$ cat config.mk
export PLATFORM = sky130hd
export DESIGN_NAME = dual_port_ram_pipe
export DESIGN_NICKNAME = d
export VERILOG_FILES = /design/src/rtl/dual_port_ram_pipe.sv
export SDC_FILE = /design/constraint.sdc
export NUM_CORES = 1
export LEC_CHECK = 0
export CORE_MARGIN = 2
export CORE_UTILIZATION = 61
export CTS_CLUSTER_DIAMETER = 100
export CTS_CLUSTER_SIZE = 14
export DETAILED_ROUTE_END_ITERATION = 10
export PLACE_DENSITY = 0.89
export SETUP_SLACK_MARGIN = 0.05
export SLEW_MARGIN = 20
export SYNTH_ARGS = -nofsm -noshare
export SYNTH_HDL_FRONTEND = slang
export SYNTH_SLANG_ARGS = --single-unit
$ cat constraint.sdc
create_clock -name clk -period 2 [get_ports clk]
set_input_delay 0.6 -clock clk [delete_from_list [all_inputs] [get_ports clk]]
set_output_delay 0.6 -clock clk [all_outputs]
set_load 0.1 [all_outputs]
$ cat src/rtl/dual_port_ram_pipe.sv
// dual_port_ram_pipe: single-clock true dual-port RAM with per-port write/read latency pipelines
//
// Ports:
//   clk, rst                   single clock (posedge), asynchronous active-high reset
//   i_en_x / i_we_x            port request enable, 1 = write / 0 = read
//   i_addr_x / i_din_x         request address and write data
//   o_dout_x / o_valid_x       read data (held between reads) and its one-cycle valid strobe
//   o_wr_coll                  both ports committed to the same address on the previous edge
// Optional feature macro DPRAM_PARITY_EN adds one even-parity bit per word plus
//   i_perr_inj_x (invert stored parity on write) and o_perr_x (parity failure, aligned with o_valid_x).
module dual_port_ram_pipe #(
    parameter int DATA_WIDTH  = 8,
    parameter int MEM_DEPTH   = 16,
    parameter int ADDR_WIDTH  = $clog2(MEM_DEPTH),
    parameter int WR_LATENCYA = 1,
    parameter int RD_LATENCYA = 1,
    parameter int WR_LATENCYB = 1,
    parameter int RD_LATENCYB = 1
) (
    input  logic                  clk,
    input  logic                  rst,
    input  logic                  i_en_a,
    input  logic                  i_en_b,
    input  logic                  i_we_a,
    input  logic                  i_we_b,
    input  logic [ADDR_WIDTH-1:0] i_addr_a,
    input  logic [ADDR_WIDTH-1:0] i_addr_b,
    input  logic [DATA_WIDTH-1:0] i_din_a,
    input  logic [DATA_WIDTH-1:0] i_din_b,
    output logic [DATA_WIDTH-1:0] o_dout_a,
    output logic [DATA_WIDTH-1:0] o_dout_b,
    output logic                  o_valid_a,
    output logic                  o_valid_b,
    output logic                  o_wr_coll
`ifdef DPRAM_PARITY_EN
    ,
    input  logic                  i_perr_inj_a,
    input  logic                  i_perr_inj_b,
    output logic                  o_perr_a,
    output logic                  o_perr_b
`endif
);
`ifdef DPRAM_PARITY_EN
    localparam int MEM_WIDTH = DATA_WIDTH + 1;
`else
    localparam int MEM_WIDTH = DATA_WIDTH;
`endif

    logic [1:0]            en, we, cv, rv;
    logic [ADDR_WIDTH-1:0] addr [2];
    logic [ADDR_WIDTH-1:0] ca [2];
    logic [MEM_WIDTH-1:0]  wword [2];
    logic [MEM_WIDTH-1:0]  cd [2];
    logic [MEM_WIDTH-1:0]  rword [2];
    logic [MEM_WIDTH-1:0]  mem [MEM_DEPTH];
    logic                  ok_a, ok_b, coll_d, wr_coll_q;

    assign en      = {i_en_b, i_en_a};
    assign we      = {i_we_b, i_we_a};
    assign addr[0] = i_addr_a;
    assign addr[1] = i_addr_b;
`ifdef DPRAM_PARITY_EN
    // Even parity: stored bit makes the whole word XOR to 0 unless injection flips it.
    assign wword[0] = {^i_din_a ^ i_perr_inj_a, i_din_a};
    assign wword[1] = {^i_din_b ^ i_perr_inj_b, i_din_b};
`else
    assign wword[0] = i_din_a;
    assign wword[1] = i_din_b;
`endif

    for (genvar p = 0; p < 2; p++) begin : g_port
        localparam int WL = (p == 0) ? WR_LATENCYA : WR_LATENCYB;
        localparam int RL = (p == 0) ? RD_LATENCYA : RD_LATENCYB;
        logic                 rv_q [RL];
        logic [MEM_WIDTH-1:0] rd_q [RL];
        logic [MEM_WIDTH-1:0] rd_d;
        assign rd_d = (int'(addr[p]) < MEM_DEPTH) ? mem[addr[p]] : '0;
        // Each stage only loads data alongside a valid, so the last stage holds the previous result.
        always_ff @(posedge clk or posedge rst) begin
            if (rst) begin
                for (int k = 0; k < RL; k++) begin
                    rv_q[k] <= 1'b0;
                    rd_q[k] <= '0;
                end
            end else begin
                rv_q[0] <= en[p] & ~we[p];
                if (en[p] && !we[p]) rd_q[0] <= rd_d;
                for (int k = 1; k < RL; k++) begin
                    rv_q[k] <= rv_q[k-1];
                    if (rv_q[k-1]) rd_q[k] <= rd_q[k-1];
                end
            end
        end
        assign rv[p]    = rv_q[RL-1];
        assign rword[p] = rd_q[RL-1];
        if (WL > 1) begin : g_wpipe
            logic                  wv_q [WL-1];
            logic [ADDR_WIDTH-1:0] wa_q [WL-1];
            logic [MEM_WIDTH-1:0]  wd_q [WL-1];
            always_ff @(posedge clk or posedge rst) begin
                if (rst) begin
                    for (int k = 0; k < WL - 1; k++) begin
                        wv_q[k] <= 1'b0;
                        wa_q[k] <= '0;
                        wd_q[k] <= '0;
                    end
                end else begin
                    wv_q[0] <= en[p] & we[p];
                    wa_q[0] <= addr[p];
                    wd_q[0] <= wword[p];
                    for (int k = 1; k < WL - 1; k++) begin
                        wv_q[k] <= wv_q[k-1];
                        wa_q[k] <= wa_q[k-1];
                        wd_q[k] <= wd_q[k-1];
                    end
                end
            end
            assign cv[p] = wv_q[WL-2];
            assign ca[p] = wa_q[WL-2];
            assign cd[p] = wd_q[WL-2];
        end else begin : g_wbyp
            // Single-cycle write latency commits straight from the request inputs.
            assign cv[p] = en[p] & we[p];
            assign ca[p] = addr[p];
            assign cd[p] = wword[p];
        end
    end

    assign ok_a   = cv[0] && (int'(ca[0]) < MEM_DEPTH);
    assign ok_b   = cv[1] && (int'(ca[1]) < MEM_DEPTH);
    assign coll_d = ok_a && ok_b && (ca[0] == ca[1]);

    // Array is never reset; commits are suppressed while rst is high so in-flight writes die.
    always_ff @(posedge clk) begin
        if (!rst && ok_b && !coll_d) mem[ca[1]] <= cd[1];
        if (!rst && ok_a) mem[ca[0]] <= cd[0];
    end

    always_ff @(posedge clk or posedge rst) begin
        if (rst) wr_coll_q <= 1'b0;
        else wr_coll_q <= coll_d;
    end

    assign o_dout_a  = rword[0][DATA_WIDTH-1:0];
    assign o_dout_b  = rword[1][DATA_WIDTH-1:0];
    assign o_valid_a = rv[0];
    assign o_valid_b = rv[1];
    assign o_wr_coll = wr_coll_q;
`ifdef DPRAM_PARITY_EN
    assign o_perr_a = rv[0] & (^rword[0]);
    assign o_perr_b = rv[1] & (^rword[1]);
`endif
endmodule

# --- Word level (Yosys, flattened, before mapping) ---
# Memory sizes are Yosys's and may differ from the RTL's. A register that Yosys moved wholly into a read port is not among the register bits.
# Index checks and enable logic that the tools add are counted.
classes:
  addsub: 0
  n_mul: 0
  div: 0
  n_lt_le_gt_ge: 0
  n_eq_ne: 1
  n_shift: 0
  n_mux: 4
  bitwise_logic: 6
  n_reduce_logical: 11
op_table:
  columns: ["cell", "count"]
  rows:
  - ["logical AND 1 bit", 7]
  - ["AND 1 bit", 4]
  - ["equality test 4 bit", 1]
  - ["zero test 1 bit", 4]
  - ["2-to-1 mux 1 bit", 4]
  - ["inverter 1 bit", 2]
word_totals:
  register_bits: 3
  latch_bits: 0
  ram_bits: 128
  mem_bits_ro: 0
  output_inout_bits: 19
  mem_count: 1
mem_list:
  columns: ["name", "words", "width", "read_ports", "rd_clocked_by_memory_dff", "write_ports", "line_no", "text"]
  rows:
  - ["mem", 16, 8, 2, 2, 2, "55", "logic [MEM_WIDTH-1:0] mem [MEM_DEPTH];"]

# --- Depth between registers and ports, before layout ---
logic_depth:
  word_depth: 7
  ltp_mapped: 7
  mapped_depth_nobuf: 4

# --- Worst setup path after synthesis ---
# OpenSTA, ideal clock, no wires.
synth_path:
  path_type: "input-to-reg"
  from: "in i_addr_b[1]"
  to: "mem mem[10][0] (netlist bit), enable pin"
  setup_time_ps: 384
  t_arrival_ps: 2300
  slack_ps: -684
  cell_stages: 5
  path_buffers: 3
  cell_sequence: "buf_2 > buf_1 > buf_2 > o21ai_1 > o21ai_0"
synth_lines:
  columns: ["element", "line_no", "text"]
  rows:
  - ["start, declared", "27", "input logic [ADDR_WIDTH-1:0] i_addr_b,"]
  - ["end, declared", "55", null]

==> results summary <==
For the worst setup path, the data required time is 2.36 ns. The insertion delay of the later-clocked pin in the worst-skew pair is 0.45 ns. The maximum number of buffers from clock root to sink came out at 2. Headroom to the max-slew limit came out at 26.96%. After Yosys synthesis, XOR and XNOR cells account for 0.4097% of the synthesized area. The worst clock skew on the final layout is 0.008952 ns. TritonCTS built the clock tree. The clock-pin slew of the registers on the worst-case setup and hold paths came out at 0.06 ns. Cell internal power was estimated by the tool at 6.237 mW. The final weighted congestion in routability-driven placement came out at 0.9491. Hold repair after CTS inserted 0 buffers. The worst IR drop on VDD came out at 0.0006835 V.

The overall die height is 122.4 um. The synthesized netlist devotes 0% of its cell area to adder and majority cells. The post-synthesis area per instance is 13.75 sq um.

The area of the mapped netlist came out at 8552 sq um. The number of warning messages in the yosys log came out at 0. The count of standard-cell rows came out at 43. The transition time at the pin with the least slew margin is 1.087 ns. The launch point of the worst reg-to-reg path is mem[3][5]. Ranked by total cell area, the synthesized netlist is headed by edfxtp_1 (45%), mux2_2 (17%), mux4_2 (9.0%). The starting density of the core is 62.09%. The number of diodes added for antenna fixing is 0. The ratio of cells with drive above 1 in the final layout came out at 52.36%. The number of I/O pins is 49. The hold violation total from the final report came to 0. In the routed layout, each cell is associated on average with a via count of 7.707. The depth of the CTS H-tree came out at 4. The detailed-route wire length per cell is 34.67 um.

Multiplexer cells account for 33.09% of the synthesized area. The time the final worst path needs with I/O delays and setup came out at 2.623 ns. The final critical-path share of the clock period came out at 131.2%. Registers are responsible for 40.2% of the overall power.

The wire length of the first global-routing pass came out at 45620 um. The proportion of register bits with asynchronous set or reset after synthesis came out at 12.93%. The combinational group share of total power is 20.7%. The number of antenna violations at the first check in global routing is 0. The flow ran to the end, but the final reports show violations. The number of distinct library cells after synthesis came out at 40. From left edge to right edge, the die measures 122.4 um.

Data arrives at the worst endpoint at 2.98 ns. Global routing finished with a remaining overflow of 0. The min-delay analysis places its worst path in the category in2async. The region available for standard cell placement spans 13770 sq um. In this run switching power makes up 28.85% of total power. For this run, the leading register cell type out of synthesis is edfxtp_1. In the synthesized netlist, the number of instances is 622. The post-place setup slack is -0.8644 ns. The number of max-slew violations in the final report came out at 0.

The post-detailed-placement half-perimeter wirelength came out at 19040 um. The largest total area in the synthesized netlist belongs to edfxtp_1. The maximum clock frequency came out at 381.2 MHz. The final net count came out at 802. The placed cell area is 10610 sq um. The via count is 7437. The critical path startpoint is i_addr_a[2].

The fraction of the mapped netlist area in compound gates is 5.677%. Summed over all nets, the switching power comes to 2.529 mW. The die outline area is 14980 sq um. The overall global routing resource usage is 42.99%. In the post-synthesis netlist, the cell with the most instances is mux2_2. The count of nets left with antenna violations once routing finished came out at 0. The final-layout worst hold slack came out at 0.3846 ns. Across all setup checks in the final design, the least slack found is -0.6232 ns. Along the worst path, the maximum fanout reaches 10. The final reports fail on negative setup slack. The critical setup path kind is in2reg. The total nets after synthesis is 652. The number of global-route vias before repair is 7279.

The final layout contains routed wiring with a total length of 33460 um. Yosys mapped a number of flops with a built-in enable equal to 128. The number of DRC markers in iteration 0 came out at 1655.

The relative contribution of the clock network to total power came out at 39.1%. The post-route cell area is 11680 sq um. The clock sink count is 147. The synthesis-to-layout area growth came out at 36.55%.

The kind of start point of the critical path is an input port. The share of Yosys cell area claimed by the top area cell type is 44.95%. Setup repair after global routing could not meet its margin everywhere.

In this run the power density over the cells is 750.7 nW/um^2. The number of iterations in the first detailed-routing pass came out at 8. Of the total synthesized cell area, the portion taken by AND, OR, NAND and NOR gates is 7.593%.

The leakage power of the design came out at 4.416 nW. The maximum number of pins on one net before global-route repair came out at 21. The max-capacitance violation count came out at 0.

The kind of end point of the critical path is a register. The count of input and output buffers is 48. The number of storage elements in the synthesis netlist came out at 147.

After detailed routing, the number of remaining DRC violations is 0. By area, the combinational part of the netlist is dominated by multiplexers. Summing the sequential cell areas from Yosys gives 50.50% of the chip area. The setup-violating endpoint count in the final report came out at 34.

The TritonCTS buffer count is 17. Sorting the synthesized cells by how often they occur yields mux2_2 (130), edfxtp_1 (128), mux2i_1 (60). The root buffer cell chosen for the clock tree is clkbuf_16.
[routing by layer]
metal	global-route usage (%)	up-vias	routed length (um)
li1	-	2759	-
met1	52.52	3491	10610
met5	0	-	0
met2	65.45	886	14800
met3	15.01	301	5103
met4	27.08	0	2951
[repair_timing]
item                       CTS  global route
gates resized for setup     58            46
pin swaps                   18            15
setup endpoints to repair  266           263
buffers inserted             2             8
cloned                       0             3
[final cells by class]
| type | count | area (sq um) |
|---|---|---|
| multi-input cells | 418 | 4503 |
| flip-flops and latches | 147 | 4319 |
| fillers | 555 | 2096 |
| repair buffers | 182 | 1978 |
| clock buffers | 18 | 429.2 |
| well taps | 180 | 225.2 |
| clock inverters | 14 | 187.7 |
| inverters | 6 | 35.03 |
[through the flow]
stage | utilization, % | power (mW) | cells | setup TNS [ns]
4_1_cts | 82.94 | 8.582 | 955 | 0
2_1_floorplan | - | 4.532 | 622 | -54.56
6_report | 84.78 | 8.766 | 965 | -3.470
3_5_place_dp | 77.01 | 5.217 | 922 | -194.50
3_3_place_gp | 77.01 | 5.152 | 922 | -183.80
5_1_grt | 84.78 | 8.896 | 965 | -0.5951
[critical path: stages]
cell and delay [ns]:
clkbuf_2 0.13, buf_6 0.17, buf_4 0.21, nand2b_1 0.37, nor3_1 0.96, nor4_2 0.15
buf_4 0.20, a31oi_1 0.18
[logic make-up after synthesis]
group                     Yosys count
DFF                               147
AOI/OAI and AO/OA                  74
buffers and inverters              57
muxes                             224
xor gates and xnor gates            4
and+or+nand+nor                   116
[cell usage in the layout (no fill, tap or decap), types with 5 or more instances in the layout]
cell and n:
a22oi_1 21, a21oi_1 14, nand2_1 17, buf_6 29, nor2_1 20, buf_4 91
clkdlybuf4s50_1 16, inv_1 5, o21ai_4 9, clkbuf_16 20, clkbuf_2 5, mux4_2 34
nand3_1 10, mux2i_1 60, edfxtp_1 128, nand4_1 5, nor2b_1 13, nand2b_1 8
dfrtp_1 19, nor2_4 5, mux2_4 38, buf_12 34, mux2_2 92, o22ai_4 6
[worst paths after layout]
kind                          endpoint  slack, ns  depth (start not counted)
setup / recovery           o_dout_a[5]      -0.62                          8
hold / removal               o_wr_coll       0.38                          4
setup reg to reg           o_dout_a[5]      -0.21                          5
hold reg to reg            o_dout_b[1]       0.58                          2
max in group asynchronous  o_dout_a[7]       1.48                          4
min in group clk           o_dout_b[1]       0.58                          2
[state kept, by name, summed over array words and instances, names as in the netlist]
signal,cells
o_valid_a,1
o_dout_b,8
o_valid_b,1
mem,128
o_dout_a,8
o_wr_coll,1
[power by group through the flow]
stage	Combinational [mW]	Clock (mW)	Sequential (mW)
after global routing	1.85	3.52	3.53
after CTS	1.69	3.38	3.52
final	1.81	3.43	3.52
after detailed placement	1.64	0	3.58
after global placement	1.58	0	3.57
after floorplan	0.601	0	3.93
Power figures use the tool's default switching activity.
